### src/rtl/mem_lsu.sv
// -----------------------------------------------------------------------------
// mem_lsu -- load/store unit between the EX/MEM register and a simple
// request/acknowledge memory bus.
//
// Non-memory instructions pass straight through to the MEM/WB outputs in the
// same cycle. A load or store stalls the pipeline (hold_o) and runs a
// three-state sequence IDLE -> BUS -> RESP. In RESP the writeback is presented
// for exactly one cycle.
//
// Bus handshake: in BUS, bus_req_o is held high with bus_we_o, bus_addr_o,
// bus_be_o and bus_wdata_o stable until the first cycle in which bus_ack_i is
// high. That cycle completes the transfer, bus_rdata_i is captured on the same
// edge, and bus_req_o is low from the next cycle. bus_ack_i is ignored outside
// BUS. If no ack arrives within TIMEOUT BUS cycles the access is aborted,
// bus_err_o pulses and the load data is returned as zero.
//
// Parameters:
//   TIMEOUT       maximum number of BUS cycles to wait for bus_ack_i (>= 1)
//
// Optional feature (compile-time macro MEM_LSU_MISALIGN_TRAP_EN):
//   defined   : misaligned halfword/word accesses skip the bus, go straight to
//               RESP, pulse misalign_o and suppress the writeback.
//   undefined : misaligned low address bits are ignored; misalign_o is tied 0.
//
// Ports:
//   clk_100M, rst          clock, synchronous active-high reset
//   mem_r_ena_i/addr_i     load request and byte address
//   mem_w_ena_i/addr_i     store request and byte address (wins over a load)
//   mem_w_data_i           store data (low byte/half/word used per size)
//   inst_i                 instruction; funct3 = inst_i[14:12]
//   reg_w_ena/addr/data_i  register writeback fields from EX/MEM
//   bus_req/we/addr/be/wdata_o   memory bus request (registered)
//   bus_ack_i, bus_rdata_i       memory bus response
//   reg_w_ena/addr/data_o  writeback fields to MEM/WB
//   hold_o                 pipeline stall request
//   bus_err_o              one-cycle pulse on bus timeout
//   misalign_o             one-cycle pulse on a trapped misaligned access
//   dbg_state_o            current FSM state (0 IDLE, 1 BUS, 2 RESP)
// -----------------------------------------------------------------------------
module mem_lsu #(
    parameter int TIMEOUT = 15
) (
    input  logic        clk_100M,
    input  logic        rst,
    input  logic        mem_r_ena_i,
    input  logic [31:0] mem_r_addr_i,
    input  logic        mem_w_ena_i,
    input  logic [31:0] mem_w_addr_i,
    input  logic [31:0] mem_w_data_i,
    input  logic [31:0] inst_i,
    input  logic        reg_w_ena_i,
    input  logic [4:0]  reg_w_addr_i,
    input  logic [31:0] reg_w_data_i,
    output logic        bus_req_o,
    output logic        bus_we_o,
    output logic [31:0] bus_addr_o,
    output logic [3:0]  bus_be_o,
    output logic [31:0] bus_wdata_o,
    input  logic        bus_ack_i,
    input  logic [31:0] bus_rdata_i,
    output logic        reg_w_ena_o,
    output logic [4:0]  reg_w_addr_o,
    output logic [31:0] reg_w_data_o,
    output logic        hold_o,
    output logic        bus_err_o,
    output logic        misalign_o,
    output logic [1:0]  dbg_state_o
);

    localparam logic [1:0] S_IDLE = 2'd0;
    localparam logic [1:0] S_BUS  = 2'd1;
    localparam logic [1:0] S_RESP = 2'd2;

    localparam int CW = (TIMEOUT > 1) ? $clog2(TIMEOUT) : 1;

    logic [1:0]    r_state;
    logic          r_we;
    logic [29:0]   r_addr;
    logic [1:0]    r_lo;
    logic [3:0]    r_be;
    logic [31:0]   r_wdata;
    logic [2:0]    r_f3;
    logic          r_reg_w_ena;
    logic [4:0]    r_reg_w_addr;
    logic [31:0]   r_reg_w_data;
    logic [31:0]   r_rdata;
    logic [CW-1:0] r_cnt;
    logic          r_bus_req;
    logic          r_bus_err;

    logic          w_req;
    logic          w_we;
    logic [31:0]   w_addr;
    logic [2:0]    w_f3;
    logic          w_is_byte;
    logic          w_is_half;
    logic [3:0]    w_be;
    logic [31:0]   w_wdata;
    logic          w_trap;
    logic          w_resp_trap;
    logic [7:0]    w_byte;
    logic [15:0]   w_half;
    logic [31:0]   w_load;
    logic          w_unused_inst;

    // Only funct3 of the instruction matters here.
    assign w_unused_inst = ^{inst_i[31:15], inst_i[11:0]};

    // Request decode: a store takes priority over a simultaneous load.
    assign w_req  = mem_r_ena_i | mem_w_ena_i;
    assign w_we   = mem_w_ena_i;
    assign w_addr = w_we ? mem_w_addr_i : mem_r_addr_i;
    assign w_f3   = inst_i[14:12];

    // Size comes from funct3[1:0]; reserved encodings (x11, 110) fall to word.
    assign w_is_byte = (w_f3[1:0] == 2'b00);
    assign w_is_half = (w_f3[1:0] == 2'b01);

    always_comb begin
        w_be    = 4'b1111;
        w_wdata = mem_w_data_i;
        if (w_is_byte) begin
            w_be    = 4'b0001 << w_addr[1:0];
            w_wdata = {4{mem_w_data_i[7:0]}};
        end else if (w_is_half) begin
            w_be    = w_addr[1] ? 4'b1100 : 4'b0011;
            w_wdata = {2{mem_w_data_i[15:0]}};
        end
    end

`ifdef MEM_LSU_MISALIGN_TRAP_EN
    logic r_misalign;

    assign w_trap = (w_is_half & w_addr[0]) |
                    (~w_is_byte & ~w_is_half & (w_addr[1:0] != 2'b00));

    // High only during the RESP cycle of a trapped access.
    always_ff @(posedge clk_100M) begin
        if (rst) begin
            r_misalign <= 1'b0;
        end else begin
            r_misalign <= (r_state == S_IDLE) & w_req & w_trap;
        end
    end

    assign w_resp_trap = r_misalign;
    assign misalign_o  = r_misalign;
`else
    assign w_trap      = 1'b0;
    assign w_resp_trap = 1'b0;
    assign misalign_o  = 1'b0;
`endif

    always_ff @(posedge clk_100M) begin
        if (rst) begin
            r_state      <= S_IDLE;
            r_we         <= 1'b0;
            r_addr       <= '0;
            r_lo         <= '0;
            r_be         <= '0;
            r_wdata      <= '0;
            r_f3         <= '0;
            r_reg_w_ena  <= 1'b0;
            r_reg_w_addr <= '0;
            r_reg_w_data <= '0;
            r_rdata      <= '0;
            r_cnt        <= '0;
            r_bus_req    <= 1'b0;
            r_bus_err    <= 1'b0;
        end else begin
            case (r_state)
                S_IDLE: begin
                    r_bus_err <= 1'b0;
                    if (w_req) begin
                        r_we         <= w_we;
                        r_addr       <= w_addr[31:2];
                        r_lo         <= w_addr[1:0];
                        r_be         <= w_be;
                        r_wdata      <= w_wdata;
                        r_f3         <= w_f3;
                        r_reg_w_ena  <= reg_w_ena_i;
                        r_reg_w_addr <= reg_w_addr_i;
                        r_reg_w_data <= reg_w_data_i;
                        r_rdata      <= '0;
                        r_cnt        <= '0;
                        if (w_trap) begin
                            r_state <= S_RESP;
                        end else begin
                            r_state   <= S_BUS;
                            r_bus_req <= 1'b1;
                        end
                    end
                end
                S_BUS: begin
                    if (bus_ack_i) begin
                        r_rdata   <= bus_rdata_i;
                        r_bus_req <= 1'b0;
                        r_state   <= S_RESP;
                    end else if (r_cnt == CW'(TIMEOUT - 1)) begin
                        // r_cnt counts completed BUS cycles, so this is the
                        // TIMEOUT-th cycle without an ack.
                        r_rdata   <= '0;
                        r_bus_req <= 1'b0;
                        r_bus_err <= 1'b1;
                        r_state   <= S_RESP;
                    end else begin
                        r_cnt <= r_cnt + CW'(1);
                    end
                end
                S_RESP: begin
                    r_bus_err <= 1'b0;
                    r_state   <= S_IDLE;
                end
                default: begin
                    r_bus_req <= 1'b0;
                    r_state   <= S_IDLE;
                end
            endcase
        end
    end

    // Load lane select and extension from the captured word.
    always_comb begin
        case (r_lo)
            2'd0:    w_byte = r_rdata[7:0];
            2'd1:    w_byte = r_rdata[15:8];
            2'd2:    w_byte = r_rdata[23:16];
            default: w_byte = r_rdata[31:24];
        endcase
        w_half = r_lo[1] ? r_rdata[31:16] : r_rdata[15:0];
        case (r_f3)
            3'b000:  w_load = {{24{w_byte[7]}}, w_byte};
            3'b100:  w_load = {24'd0, w_byte};
            3'b001:  w_load = {{16{w_half[15]}}, w_half};
            3'b101:  w_load = {16'd0, w_half};
            default: w_load = r_rdata;
        endcase
    end

    // Writeback mux: pass-through in IDLE, captured result in RESP.
    always_comb begin
        reg_w_ena_o  = 1'b0;
        reg_w_addr_o = '0;
        reg_w_data_o = '0;
        case (r_state)
            S_IDLE: begin
                reg_w_ena_o  = reg_w_ena_i & ~w_req;
                reg_w_addr_o = reg_w_addr_i;
                reg_w_data_o = reg_w_data_i;
            end
            S_RESP: begin
                reg_w_ena_o  = r_reg_w_ena & ~r_we & ~w_resp_trap;
                reg_w_addr_o = r_reg_w_addr;
                reg_w_data_o = r_we ? r_reg_w_data : w_load;
            end
            default: begin
                reg_w_ena_o  = 1'b0;
                reg_w_addr_o = '0;
                reg_w_data_o = '0;
            end
        endcase
    end

    assign hold_o      = ((r_state == S_IDLE) & w_req) | (r_state == S_BUS);
    assign bus_req_o   = r_bus_req;
    assign bus_we_o    = r_we;
    assign bus_addr_o  = {r_addr, 2'b00};
    assign bus_be_o    = r_be;
    assign bus_wdata_o = r_wdata;
    assign bus_err_o   = r_bus_err;
    assign dbg_state_o = r_state;

endmodule
### config.mk
export PLATFORM = sky130hd
export DESIGN_NAME = mem_lsu
export DESIGN_NICKNAME = d
export VERILOG_FILES = /design/src/rtl/mem_lsu.sv
export SDC_FILE = /design/constraint.sdc
export NUM_CORES = 1
export LEC_CHECK = 0
export CELL_PAD_IN_SITES_DETAIL_PLACEMENT = 1
export CELL_PAD_IN_SITES_GLOBAL_PLACEMENT = 1
export CORE_MARGIN = 2
export CORE_UTILIZATION = 40
export DETAILED_ROUTE_END_ITERATION = 12
export DONT_BUFFER_PORTS = 1
export HOLD_SLACK_MARGIN = 0.12
export PLACE_DENSITY = 0.72
export SKIP_LAST_GASP = 1
export SYNTH_ARGS = -nofsm -noshare
export SYNTH_HDL_FRONTEND = slang
export SYNTH_SLANG_ARGS = --single-unit
export TNS_END_PERCENT = 1
### constraint.sdc
create_clock -name clk_100M -period 2.26 [get_ports clk_100M]
set_input_delay 0.452 -clock clk_100M [delete_from_list [all_inputs] [get_ports clk_100M]]
set_output_delay 0.452 -clock clk_100M [all_outputs]
set_load 0.01 [all_outputs]
==> impl_metrics.tcl <==
set metrics [dict create \
    wl_per_cell_um 22.4 \
    max_freq_mhz 404 \
    worstPathCellList "buf_6 -> mux2_4 -> a221oi_4 -> a221o_1 -> o21ai_2" \
    clk_latency_ns 0.43 \
    synth_cells 894 \
    hold_violations 0 \
    instances_no_fill 1116 \
    coreArea_um2 17800 \
    numPortBuffers 0 \
    placed_cells 1068 \
    worstSetupPathType "register to output port" \
    rsz0062_at_grt "yes" \
    outcome "finished, violations left" \
    hpwl_um 17100 \
    totalWireLength_um 25000 \
    synth_edf_count 0 \
    place_congestion 0.851 \
    setup_ws_ns -0.213 \
    startpoint_type "register" \
    max-vdd-ir-drop_uv 481 \
    clk_pin_slew_ns 0.07 \
    grt_usage 0.253 \
    crit_fanout 7 \
    r2r_start "dbg_state_o[0]" \
    yosys.area.top_type "dfxtp_1" \
    power_leakage_uw 0.00321 \
    antenna_found_initial 0 \
    vias 6602 \
    synth_top_area_frac 0.417 \
    arrival_ns 2.02 \
    yosys_warnings 0 \
    final.setup_skew_ns 0.0143 \
    synthArstFlopShare 0 \
    violations "negative setup slack" \
    grt_first_pass_wirelength_um 38600 \
    cpPeakStageDelay_ns 0.44 \
    ff2ff_path_depth 6 \
    grt_max_degree 98 \
    drive_above_1_share 0.108 \
    reg2reg_slack_ns -0.08 \
    via_per_inst 5.92 \
    seq_area_um2 3010 \
    die_y_um 138 \
    dieWidth_um 138 \
    postRouteAntennaNets 0 \
    endpoint "reg_w_data_o[10]" \
    critPathCaptureType "output port" \
    cts_sinks 150 \
    n_antenna_cell 0 \
    relSlewSlack 0.560 \
    synthDistinctLibCells 47 \
    multi_input_area_um2 3840 \
    slew_viol_final 0 \
    clk_path_buf_depth 2 \
    power_density_nw_per_um2 888 \
    synthToLayoutAreaGrowth_pct 15.8 \
    dieArea_um2 19100 \
    io_pins 316 \
    cp_slowest_cell "a221oi_4" \
    cts_setup_buffers 0 \
    ys_seq_area_frac 0.417 \
    critical_path_required_ns 1.81 \
    cts_made_buffers 17 \
    pre_cts_slack_ns 0.0488 \
    drt-pass1-iter-count 5 \
    drt_iter0_drc 302 \
    grt.overflow.total 0 \
    row_count 49 \
    cap_violations 0 \
    min_from "mem_w_data_i[7]" \
    start_util 0.405 \
    finalCritPeriodShare 1.09 \
    worst_slew_pin_slew_ns 0.657 \
    synthTopCellsByCount "dfxtp_1 (150), nand2_1 (148), nor2_1 (104)" \
    rr_endpoint "r_addr[15]" \
    setup_viol 38 \
    nets 1081 \
    synth_flop_cell "dfxtp_1" \
    synth_seq_cells 150 \
    netlist_area_um2 7190 \
    critPathLaunch "r_lo[1]" \
    cts_tree "built" \
    h-tree-depth 4 \
    n_fill_cell 2096 \
    synth_area_leaders "dfxtp_1 (42%), nand2_1 (7.7%), mux2i_1 (7.5%)" \
    post-route-drc-count 0 \
    hold_class "input pin to register" \
    syn_area_per_cell_um2 8.05 \
    root_buffer "clkbuf_16" \
    grt_pass1_vias 6785 \
    min_period_ns 2.47 \
    yosysMostFrequentCell "dfxtp_1" \
]
stage by stage:
step / hold WS (ns) / instance area [um^2] / utilization / setup TNS [ns] / power, uW
floorplan: 0.432 / 7200 / - / 0 / 3940
global placement: 0.433 / 7400 / 0.416 / 0 / 4150
detailed placement: 0.442 / 7400 / 0.416 / 0 / 4210
CTS: 0.139 / 8310 / 0.467 / -6.68 / 7460
global route: 0.155 / 8330 / 0.469 / -9.56 / 7720
finish: 0.157 / 8330 / 0.469 / -5.90 / 7400
flip-flops by register name, summed over array words and instances, names as in the netlist:
register	count
r_reg_w_data	32
r_reg_w_ena	1
r_cnt	4
r_f3	3
bus_req_o	1
r_addr	30
r_rdata	32
bus_err_o	1
bus_be_o	4
dbg_state_o	2
r_reg_w_addr	5
bus_we_o	1
r_lo	2
bus_wdata_o	32
worst max-delay path: cells and delay by family (launching register included):
kind / cells / cell delay [ns]
buffers and inverters: 1 / 0.11
AOI/OAI and AO/OA: 3 / 0.79
muxes: 1 / 0.33
DFF: 1 / 0.36
routing by layer:
layer | track usage | wire length [um] | vias to the layer above
met5 | 0 | 0 | -
met1 | 0.290 | 9970 | 3231
met3 | 0.0707 | 1720 | 25
met4 | 0.0704 | 369 | 0
met2 | 0.461 | 13000 | 219
li1 | - | - | 3127
power breakdown:
group	switching, uW	internal [uW]
logic	723	461
registers	225	2860
clock network	1140	1990
cell type report:
cell class,count,area share
Multi-Input combinational cell,646,0.461
Clock buffer,19,0.0531
Sequential cell,150,0.361
Timing Repair Buffer,47,0.0599
Tap cell,229,0.0344
Clock inverter,11,0.0240
Inverter,14,0.00631
layout by cell type (no fill, tap or decap), drive strengths merged, types with 15 or more instances in the layout:
master       netlist  layout
o21ai             30      30
inv               14      15
dfxtp            150     150
nand2            148     148
o22ai             23      23
mux2i             54      54
a211oi            47      47
clkbuf            53      19
buf               33      31
a21oi             90      90
nor2             104     104
dlygate4sd3        0      16
a22oi             51      51
worst min-delay path by stage:
stage                                  end  slack [ns]  cells after the start
after global placement    r_reg_w_data[31]        0.43                      2
final                       bus_wdata_o[7]        0.16                      2
after CTS                   bus_wdata_o[5]        0.14                      2
after global routing        bus_wdata_o[1]        0.15                      2
after floorplan           r_reg_w_data[24]        0.43                      2
after detailed placement  r_reg_w_data[20]        0.44                      2
cell families after synthesis:
group	share of synthesized area
other	0.000521
buffers and inverters	0.0607
and+or+nand+nor	0.171
muxes	0.0929
adders and majority gates	0.00348
DFF	0.417
AOI/OAI and AO/OA	0.252
xor gates and xnor gates	0.00244
timing repair:
item,CTS,global route
hold buffers,18,0
endpoints found under the hold margin,108,0
pin swaps,6,2
endpoints found under the setup margin,32,46
gates resized for setup,21,7
Note: power is estimated with default switching activity, not from simulation.
